===== config.mk =====
export PLATFORM = sky130hd
export DESIGN_NAME = inst_issue_ctrl
export DESIGN_NICKNAME = d
export VERILOG_FILES = /design/src/rtl/proc_isa_pkg.sv /design/src/rtl/inst_fifo.sv /design/src/rtl/inst_issue_ctrl.sv
export SDC_FILE = /design/constraint.sdc
export NUM_CORES = 1
export LEC_CHECK = 0
export ABC_CLOCK_PERIOD_IN_PS = 7450
export CAP_MARGIN = 30
export CORE_ASPECT_RATIO = 0.9
export CORE_MARGIN = 2
export CORE_UTILIZATION = 60
export DETAILED_ROUTE_END_ITERATION = 8
export PLACE_DENSITY_LB_ADDON = 0.08
export REMOVE_ABC_BUFFERS = 1
export SYNTH_ARGS = -nofsm -noshare
export SYNTH_HDL_FRONTEND = slang
export SYNTH_SLANG_ARGS = --single-unit

===== constraint.sdc =====
create_clock -name clock -period 7.45 [get_ports clock]
set_input_delay 0.745 -clock clock [delete_from_list [all_inputs] [get_ports clock]]
set_output_delay 0.745 -clock clock [all_outputs]
set_load 0.005 [all_outputs]

===== src/rtl/proc_isa_pkg.sv =====
// Instruction field layout, opcode constants, NOP encoding and issue FSM states.
package proc_isa_pkg;

    localparam logic [6:0] OP_ADDSUB = 7'h01;
    localparam logic [6:0] OP_SHIFT  = 7'h03;
    localparam logic [6:0] OP_SLT    = 7'h07;
    localparam logic [6:0] OP_LOGIC  = 7'h0f;

    localparam int OPC_LSB = 0;
    localparam int OPC_MSB = 6;
    localparam int RD_LSB  = 7;
    localparam int RD_MSB  = 11;
    localparam int F3_LSB  = 12;
    localparam int F3_MSB  = 14;
    localparam int RS1_LSB = 15;
    localparam int RS1_MSB = 19;
    localparam int RS2_LSB = 20;
    localparam int RS2_MSB = 24;
    localparam int F7_LSB  = 25;
    localparam int F7_MSB  = 31;

    localparam logic [31:0] NOP = 32'h0;

    typedef enum logic [1:0] {
        ST_IDLE  = 2'd0,
        ST_ISSUE = 2'd1,
        ST_STALL = 2'd2,
        ST_HALT  = 2'd3
    } issue_state_t;

    // funct7 plays no part in legality
    function automatic logic is_legal(input logic [6:0] op, input logic [2:0] f3);
        case (op)
            OP_ADDSUB: return (f3 <= 3'd1);
            OP_SHIFT:  return (f3 <= 3'd2);
            OP_SLT:    return (f3 <= 3'd1);
            OP_LOGIC:  return (f3 <= 3'd2);
            default:   return 1'b0;
        endcase
    endfunction

endpackage


===== src/rtl/inst_fifo.sv =====
// Synchronous FIFO with occupancy count; head entry is visible combinationally.
module inst_fifo #(
    parameter  int unsigned DEPTH = 4,
    parameter  int unsigned WIDTH = 32,
    localparam int unsigned CNT_W = $clog2(DEPTH + 1),
    localparam int unsigned PTR_W = $clog2(DEPTH)
) (
    input  logic             clock,
    input  logic             reset_n,
    input  logic             clear,
    input  logic             push,
    input  logic [WIDTH-1:0] din,
    input  logic             pop,
    output logic [WIDTH-1:0] dout,
    output logic [CNT_W-1:0] count,
    output logic             empty,
    output logic             full
);

    logic [WIDTH-1:0] mem [DEPTH];
    logic [PTR_W-1:0] wr_ptr;
    logic [PTR_W-1:0] rd_ptr;
    logic             do_push;
    logic             do_pop;

    assign empty   = (count == '0);
    assign full    = (count == CNT_W'(DEPTH));
    assign do_push = push & ~full;
    assign do_pop  = pop & ~empty;
    assign dout    = mem[rd_ptr];

    // Storage array; contents need no reset since count gates visibility
    always_ff @(posedge clock) begin
        if (do_push)
            mem[wr_ptr] <= din;
    end

    // Pointers wrap naturally because DEPTH is a power of two
    always_ff @(posedge clock) begin
        if (!reset_n || clear) begin
            wr_ptr <= '0;
            rd_ptr <= '0;
            count  <= '0;
        end else begin
            if (do_push) wr_ptr <= wr_ptr + 1'b1;
            if (do_pop)  rd_ptr <= rd_ptr + 1'b1;
            case ({do_push, do_pop})
                2'b10:   count <= count + 1'b1;
                2'b01:   count <= count - 1'b1;
                default: count <= count;
            endcase
        end
    end

endmodule


===== src/rtl/inst_issue_ctrl.sv =====
// Issue controller: legality filter, buffering FIFO, RAW scoreboard and issue FSM.
module inst_issue_ctrl
    import proc_isa_pkg::*;
#(
    parameter  int unsigned DEPTH      = 4,
    parameter  int unsigned WB_LATENCY = 2,
    localparam int unsigned CNT_W      = $clog2(DEPTH + 1)
) (
    input  logic             clock,
    input  logic             reset_n,
    input  logic             in_valid,
    input  logic [31:0]      in_inst,
    output logic             in_ready,
    input  logic             halt,
    input  logic             flush,
    output logic [31:0]      issue_inst,
    output logic             issue_valid,
    output logic             illegal,
    output logic [CNT_W-1:0] count,
    output logic             busy
);

    logic [31:0]           head;
    logic                  fifo_empty;
    logic                  fifo_full;
    logic                  legal;
    logic                  accept;
    logic                  push;
    logic                  hazard;
    logic                  do_issue;
    logic                  sb_empty;
    logic [WB_LATENCY-1:0] sb_v;
    logic [4:0]            sb_rd [WB_LATENCY];
    issue_state_t          state;
    issue_state_t          state_nxt;

    assign in_ready = reset_n & ~fifo_full;
    assign legal    = is_legal(in_inst[OPC_MSB:OPC_LSB], in_inst[F3_MSB:F3_LSB]);
    assign accept   = in_valid & in_ready;
    assign push     = accept & legal & ~flush;
    assign do_issue = ~fifo_empty & ~hazard & ~halt & ~flush;
    assign sb_empty = ~|sb_v;
    assign busy     = (state != ST_IDLE);

    inst_fifo #(
        .DEPTH (DEPTH),
        .WIDTH (32)
    ) u_fifo (
        .clock   (clock),
        .reset_n (reset_n),
        .clear   (flush),
        .push    (push),
        .din     (in_inst),
        .pop     (do_issue),
        .dout    (head),
        .count   (count),
        .empty   (fifo_empty),
        .full    (fifo_full)
    );

    // Head depends on an in-flight writer (x0 never creates a dependency)
    always_comb begin
        hazard = 1'b0;
        for (int unsigned i = 0; i < WB_LATENCY; i++) begin
            if (sb_v[i] && (sb_rd[i] != '0) &&
                ((sb_rd[i] == head[RS1_MSB:RS1_LSB]) || (sb_rd[i] == head[RS2_MSB:RS2_LSB])))
                hazard = 1'b1;
        end
        hazard = hazard & ~fifo_empty;
    end

    // Scoreboard shift register: slot 0 records this edge's issue, oldest drops off
    always_ff @(posedge clock) begin
        if (!reset_n || flush) begin
            sb_v <= '0;
            for (int unsigned i = 0; i < WB_LATENCY; i++)
                sb_rd[i] <= '0;
        end else begin
            for (int unsigned i = 1; i < WB_LATENCY; i++) begin
                sb_v[i]  <= sb_v[i-1];
                sb_rd[i] <= sb_rd[i-1];
            end
            sb_v[0]  <= do_issue;
            sb_rd[0] <= head[RD_MSB:RD_LSB];
        end
    end

    // Registered issue outputs and illegal pulse (illegal still fires under flush)
    always_ff @(posedge clock) begin
        if (!reset_n) begin
            issue_inst  <= NOP;
            issue_valid <= 1'b0;
            illegal     <= 1'b0;
        end else begin
            issue_inst  <= do_issue ? head : NOP;
            issue_valid <= do_issue;
            illegal     <= accept & ~legal;
        end
    end

    // FSM state register
    always_ff @(posedge clock) begin
        if (!reset_n)
            state <= ST_IDLE;
        else
            state <= state_nxt;
    end

    // Next state, priority flush > halt > issue > stall
    always_comb begin
        state_nxt = state;
        if (flush)
            state_nxt = ST_IDLE;
        else if (halt)
            state_nxt = ST_HALT;
        else if (do_issue)
            state_nxt = ST_ISSUE;
        else if (hazard)
            state_nxt = ST_STALL;
        else if (sb_empty)
            state_nxt = ST_IDLE;
    end

endmodule

==> summary.md, run 1 <==
| Metric | Value |
|---|---|
| Hold Vio Cnt, Final | `0` |
| Final worst slack | `3360 ps` |
| Cts hold-fix bufs | `0` |
| Cts bufs inserted | `17` |
| Initial antenna violation count | `0` |
| Placer Congestion | `0.921` |
| Cells resized by post-CTS repair | `0` |
| Dominant synthesized flop cell | `edfxtp_1` |
| R2R depth | `12` |
| # rows | `36` |
| Final max-slew violation count | `0` |
| Fraction of layout cells with a size suffix above 1 | `0.172` |
| Post-Layout Inst Area | `0.00835 mm²` |
| DRT antenna net count | `0` |
| Routed Wire Length | `12,300 µm` |
| Die area | `between 0.01 and 0.015 mm²` |
| Antenna cells | `0` |
| Static Leakage | `~2.8 nW` |
| Worst Path Required | `just under 8000 ps` |
| Cell taking the most area after synthesis | `edfxtp_1` |
| Die H | `105 µm` |
| Nets@finish | `between 500 and 600` |
| Final Cycle Share | `0.550` |
| Via/cell ratio | `5.50` |
| PD cells | `247 mW/mm²` |
| Die width | `117 µm` |
| Flop-to-flop setup slack | `3360 ps` |
| Crit Path Class | `register to register` |
| Distinct cells, synth | `41` |
| Slew @ Worst Pin | `980 ps` |
| Most frequent cell after synthesis | `edfxtp_1` |
| Post-synth EDFFs | `about 130` |
| Max incr delay on CP | `between 700 and 800 ps` |
| Flops & latches, synth | `185` |
| Final Setup Violations | `0` |
| Overall Global Routing Usage | `0.222` |
| Status | `complete, no violations` |
| Worst-path clk slew | `60 ps` |
| Tmin final | `4090 ps` |
| Multi-input logic area | `0.00175 mm²` |
| RSZ-0062 raised after global routing | `no` |
| Starting Density | `0.622` |
| Worst hold path class | `register to register` |
| Fmax | `244 MHz` |
| Sequential area share after synthesis | `0.729` |
| Synth top cells by count | `edfxtp_1, dfxtp_1, mux4_2` |
| Mapped Area | `0.00684 mm²` |
| Setup tns final | `0 ps` |
| Synth async-reset ratio | `0` |
| Slowest CP cell | `mux4_1` |
| Launch point of the worst hold path | `sb_v[0]` |
| Synth top area cells | `edfxtp_1, dfxtp_1, mux4_2` |
| CP Launch Type | `register` |
| First-pass DRT Iterations | `4` |
| Overflow after GRT | `0` |
| Setup Fix Bufs, Post-CTS | `0` |
| Fill cells | `669` |
| Slew HR | `0.347` |
| Top cell type's share of synthesized area | `0.562` |
| Crit. End Element | `register` |
| Seq. cell area | `0.00499 mm²` |
| # DRC | `0` |
| Crit-path cells | `buf_4 -> mux4_1 -> xnor2_1 -> nand3_1 -> nor4_2 -> nor4_2 -> and2_1 -> ha_1 -> fa_1 -> xnor2_1 -> or3_1 -> a21oi_1` |
| Ports | `76` |
| Number of port buffers | `75` |
| Post-Syn Instances | `~380` |
| Cell Area, Placed | `0.00774 mm²` |
| VDD IR-drop max | `0.189 mV` |
| CTS sink cnt | `185` |
| Clock Tree Buf Depth | `2` |
| Post-Syn Area per Cell | `18.1 µm²` |
| Largest net degree at the start of global routing | `37` |
| Core area | `0.0110 mm²` |
| Via count | `3,454` |
| Syn. warnings | `0` |
| Skew final | `~7.1 ps` |
| Vias in the first global route | `about 3,600` |
| Drt wl/cell | `~20 µm` |
| Max-cap viol count | `0` |
| Root Buffer | `clkbuf_16` |
| Hold path endpoint | `sb_v[1]` |
| Crit path max fanout | `34` |
| Worst skew pair latency | `430 ps` |
| FF-to-FF End | `u_fifo.count[2]` |
| WHS Path Cells | `1` |
| Synth-to-layout area growth | `22.0%` |
| Worst setup slack after placement | `3370 ps` |
| Worst path arrival time | `4450 ps` |
| Dpl hpwl | `7450 µm` |
| First-pass GRT wire length | `19,300 µm` |
| H-tree Lvls | `4` |
| DRT iter0 DRCs | `between 200 and 300` |
| CTS tree | `built` |
-- power by group --
| group | leakage [nW] | internal [W] | switching [W] | total, W |
|---|---|---|---|---|
| combinational | 0.878 | 0.0000224 | 0.0000174 | 0.0000398 |
| clock | 0.289 | 0.000557 | 0.000362 | 0.000918 |
| sequential | 1.61 | 0.00110 | 0.00000188 | 0.00110 |
| total | 2.78 | 0.00168 | 0.000381 | 0.00206 |
-- registers in the layout (all words and copies together), names as in the netlist, named ones only --
signal and cells:
state 2, u_fifo.rd_ptr 2, sb_v 2, u_fifo.wr_ptr 2, u_fifo.mem 128, u_fifo.count 3
illegal 1, issue_inst 32, sb_rd 10, issue_valid 1
-- per-stage QoR --
step           utilization  power (W)  instances  hold WS (ps)
2_1_floorplan            -    0.00113        365           465
3_3_place_gp         0.704    0.00116        597           492
3_5_place_dp         0.704    0.00116        597           502
4_1_cts              0.759    0.00207        628           511
5_1_grt              0.759    0.00212        628           560
6_report             0.759    0.00206        628           516
-- kinds of logic after synthesis --
family	synth area share
flops	0.729
simple gates	0.0790
fa+ha+maj	0.0121
compound gates	0.0179
xor+xnor	0.0294
buf+inv	0.0154
mux	0.117
-- how the worst max path moves through the flow --
stage	start	endpoint	slack, ps	depth (start not counted)
floorplan	register	u_fifo.count[2]	3090	11
global placement	register	u_fifo.count[2]	3460	12
detailed placement	register	u_fifo.count[2]	3370	12
CTS	register	u_fifo.count[2]	3340	12
global route	register	u_fifo.count[2]	3020	12
finish	register	u_fifo.count[2]	3360	12
-- cell type report --
class,count,area share
flip-flops and latches,185,0.598
multi-input cells,174,0.210
repair buffers,80,0.0945
clock buffers,18,0.0514
well taps,152,0.0228
clock inverters,13,0.0213
inverters,6,0.00270
-- layout by cell type, fill, tap and decap left out, types with 5 or more instances in the layout --
master           netlist  routed
and2_1                16      16
and3_2                14      14
buf_4                  0       5
clkbuf_16              0      17
clkdlybuf4s50_1        0      75
dfxtp_1               57      55
edfxtp_1             128     128
ha_1                   5       5
inv_1                  6       6
mux2i_1                6       6
mux4_1                 6       6
mux4_2                26      26
nand2_1                5       5
nor2_1                12      12
nor2b_1               19      19
nor3_1                 5       5
o21ai_0                9       9
xnor2_1               19      19
-- worst max-delay path: cells and delay by family, from the launching register on --
kind            cells  cell delay (ps)
buf+inv             1              520
xor+xnor            2              310
flops               1              320
mux                 1              720
simple gates        5             1250
fa+ha+maj           2              720
compound gates      1              150
-- metal layers --
| metal | wire length [µm] | part of all wire | track usage | up-vias |
|---|---|---|---|---|
| met1 | 5390 | 0.44 | 0.295 | 1722 |
| li1 | - | - | - | 1615 |
| met2 | 6210 | 0.50 | 0.353 | 105 |
| met5 | 0 | 0 | 0 | - |
| met3 | 595 | 0.048 | 0.0610 | 12 |
| met4 | 124 | 0.010 | 0.0832 | 0 |
Note: power is estimated with default switching activity, not from simulation.
==> inputs of run 2 (changes only) <==
--- a/config.mk
+++ b/config.mk
@@ -5,11 +5,11 @@
 export SDC_FILE = /design/constraint.sdc
 export NUM_CORES = 1
 export LEC_CHECK = 0
-export ABC_CLOCK_PERIOD_IN_PS = 7450
+export ABC_CLOCK_PERIOD_IN_PS = 4000
 export CAP_MARGIN = 30
 export CORE_ASPECT_RATIO = 0.9
 export CORE_MARGIN = 2
-export CORE_UTILIZATION = 60
+export CORE_UTILIZATION = 56
 export DETAILED_ROUTE_END_ITERATION = 8
 export PLACE_DENSITY_LB_ADDON = 0.08
 export REMOVE_ABC_BUFFERS = 1
==> constraint.sdc (replaced) <==
create_clock -name clock -period 4 [get_ports clock]
set_input_delay 0.4 -clock clock [delete_from_list [all_inputs] [get_ports clock]]
set_output_delay 0.4 -clock clock [all_outputs]
set_load 0.005 [all_outputs]
==> run 2 against run 1 <==
Count of clock-buffer cells in the layout rose by 10. Via count grew 1.9%. Fmax up 16%. Design area is 0.33% higher. Die area is 6.9% higher. Largest power group unchanged.
==> summary.md, run 2 (same netlist as run 1, synthesis figures left out) <==
| Metric | Value |
|---|---|
| Fraction of layout cells with a size suffix above 1 | `0.176 (+0.00408)` |
| Tmin final | `3530 ps (-565 ps)` |
| Most common cell after layout, fill and taps aside | `edfxtp_1` |
| Top Usage Layer GRT | `met2` |
| Fmax | `283 MHz (+16%)` |
| First-pass GRT wire length | `18,700 µm (-2.7%)` |
| Dpl hpwl | `7750 µm (+4.1%)` |
| Ports | `76 (unchanged)` |
| Die area | `0.0131 mm² (+6.9%)` |
| CP Launch Type | `register` |
| Max-cap viol count | `0 (unchanged)` |
| Biggest regs | `u_fifo.mem (128), issue_inst (32), sb_rd (10)` |
| Clock Tree Buf Depth | `2 (unchanged)` |
| Cts bufs inserted | `17 (unchanged)` |
| GRT met2 Usage | `0.309 (-0.0435)` |
| Worst setup slack after placement | `344 ps (-3030 ps)` |
| Worst skew pair latency | `420 ps (about the same)` |
| Vias in the first global route | `3,570 (-0.17%)` |
| Placer Congestion | `0.818 (-11%)` |
| Die width | `121 µm (+3.4%)` |
| Slew @ Worst Pin | `852 ps (-128 ps)` |
| Largest register FFs | `128 (unchanged)` |
| DRT iter0 DRCs | `277 (+9.9%)` |
| Final worst slack | `471 ps (-2880 ps)` |
| Max incr delay on CP | `700 ps (-20 ps)` |
| # DRC | `0 (unchanged)` |
| Buf/Inv on CP | `0 (-1)` |
| Overflow after GRT | `0 (unchanged)` |
| Slew HR | `0.431 (+0.0840)` |
| Most frequent cells in the layout | `edfxtp_1, clkdlybuf4s50_1, dfxtp_1` |
| Drt wl/cell | `18.7 µm (-4.7%)` |
| H-tree Lvls | `4 (unchanged)` |
| GR Util met1 | `0.261 (-0.0338)` |
| Worst Path Required | `4360 ps (-3440 ps)` |
| CTS sink cnt | `185 (unchanged)` |
| # rows | `38 (+5.6%)` |
| CTS tree | `built` |
| Largest net degree at the start of global routing | `25 (-32%)` |
| Post-Layout Inst Area | `0.00837 mm² (+0.33%)` |
| Nets@finish | `513 (+1.2%)` |
| Final Cycle Share | `0.882 (+0.333)` |
| Cells resized by post-CTS repair | `0 (unchanged)` |
| Launch point of the worst hold path | `sb_v[0]` |
| Crit path max fanout | `14 (-59%)` |
| Starting Density | `0.571 (-0.0515)` |
| Status | `complete, no violations` |
| RSZ-0062 raised after global routing | `no` |
| Die H | `109 µm (+3.4%)` |
| Overall Global Routing Usage | `0.198 (-0.0236)` |
| Worst-path clk slew | `60 ps (about the same)` |
| Via count | `3,521 (+1.9%)` |
| Fin util | `0.699 (-0.0605)` |
| Via/cell ratio | `5.48 (-0.28%)` |
| First-pass DRT Iterations | `4 (unchanged)` |
| Initial antenna violation count | `0 (unchanged)` |
| Synth-to-layout area growth | `22.4%` |
| Static Leakage | `2.80 nW (+0.61%)` |
| Cts hold-fix bufs | `0 (unchanged)` |
| Cell Area, Placed | `0.00782 mm² (+1.1%)` |
| Number of port buffers | `75 (unchanged)` |
| Core area | `0.0120 mm² (+9.0%)` |
| Root Buffer | `clkbuf_16` |
| Hold Vio Cnt, Final | `0 (unchanged)` |
| Crit. End Element | `register` |
| Skew final | `5.17 ps (-1.90 ps)` |
| PD cells | `442 mW/mm² (+79%)` |
| Setup Fix Bufs, Post-CTS | `0 (unchanged)` |
| Worst hold path class | `register to register` |
| Routed Wire Length | `12,000 µm (-2.6%)` |
| Slowest CP cell | `mux4_1` |
| Crit-path cells | `mux4_1 -> xnor2_1 -> nand3_1 -> nor4_2 -> nor4_2 -> and2_1 -> ha_1 -> fa_1 -> xnor2_1 -> or3_1 -> a21oi_1` |
| Largest delay share family, worst path | `simple AND/OR/NAND/NOR gates` |
| Antenna cells | `0 (unchanged)` |
| Met3 Usage GRT | `0.0581 (-0.00290)` |
| Final Setup Violations | `0 (unchanged)` |
| DRT antenna net count | `0 (unchanged)` |
| Reg with most FFs | `u_fifo.mem` |
| Final max-slew violation count | `0 (unchanged)` |
| VDD IR-drop max | `0.365 mV (+93%)` |
| Crit Path Class | `register to register` |
| Total power | `0.00370 W (+80%)` |
| Worst path arrival time | `3890 ps (-560 ps)` |
==> run 2: cell types whose count changed in the layout (fill, tap and decap cells not counted), sizes merged <==
cell / before / now
buf: 5 / 11
bufinv: 4 / 2
clkbuf: 18 / 28
clkinv: 6 / 1
clkinvlp: 2 / 0
inv: 7 / 6
==> run 2: cell type report <==
| cell class | instances | area (µm²) |
|---|---|---|
| timing repair buffer | 86 | 858 |
| sequential | 185 | 4990 |
| fill | 821 | 3610 |
| inverter | 6 | 22.5 |
| tap | 160 | 200 |
| clock inverter | 3 | 65.1 |
| multi-input combinational | 174 | 1750 |
| clock buffer | 28 | 487 |
==> run 2: routing by layer <==
metal	vias to the layer above	part of all wire
met5	-	0
met4	0	0.021
met3	21	0.046
met2	81	0.48
met1	1784	0.46
li1	1635	-
==> run 2: report_power, final <==
part | internal, W | switching, W | leakage [nW]
logic | 0.0000424 | 0.0000316 | 0.917
clock network | 0.000950 | 0.000626 | 0.267
registers | 0.00205 | 0.00000353 | 1.61
total | 0.00304 | 0.000661 | 2.80
==> run 2: path summary, 6_finish.rpt <==
check	endpoint	slack [ps]	cells past startpoint
worst max-delay path	u_fifo.count[2]	470	11
worst min-delay path	sb_v[1]	510	1
worst max register to register	u_fifo.count[2]	470	11
worst min register to register	sb_v[1]	510	1
==> run 2: stage by stage <==
step | TNS, ps | hold WS [ps] | instances
detailed placement | 0 | 502 | 611
finish | 0 | 514 | 642
global route | 0 | 510 | 642
CTS | 0 | 508 | 642
floorplan | -579 | 465 | 365
global placement | 0 | 493 | 611
==> run 2: worst reg2reg max path: cells and delay by family, from the launching register on <==
family / cells / cell delay, ps
AND/OR/NAND/NOR: 5 / 1090
multiplexers: 1 / 700
adder cells (fa/ha/maj): 2 / 620
flip-flops: 1 / 600
XOR/XNOR: 2 / 320
AO/OA/AOI/OAI: 1 / 130
==> inputs of run 3 (changes only) <==
--- a/config.mk
+++ b/config.mk
@@ -10,6 +10,7 @@
 export CORE_ASPECT_RATIO = 0.9
 export CORE_MARGIN = 2
 export CORE_UTILIZATION = 56
+export CTS_CLUSTER_DIAMETER = 50
 export DETAILED_ROUTE_END_ITERATION = 8
 export PLACE_DENSITY_LB_ADDON = 0.08
 export REMOVE_ABC_BUFFERS = 1
==> results of run 3 <==
Same layout as run 2: the final DEF is identical, and so are final timing and power.
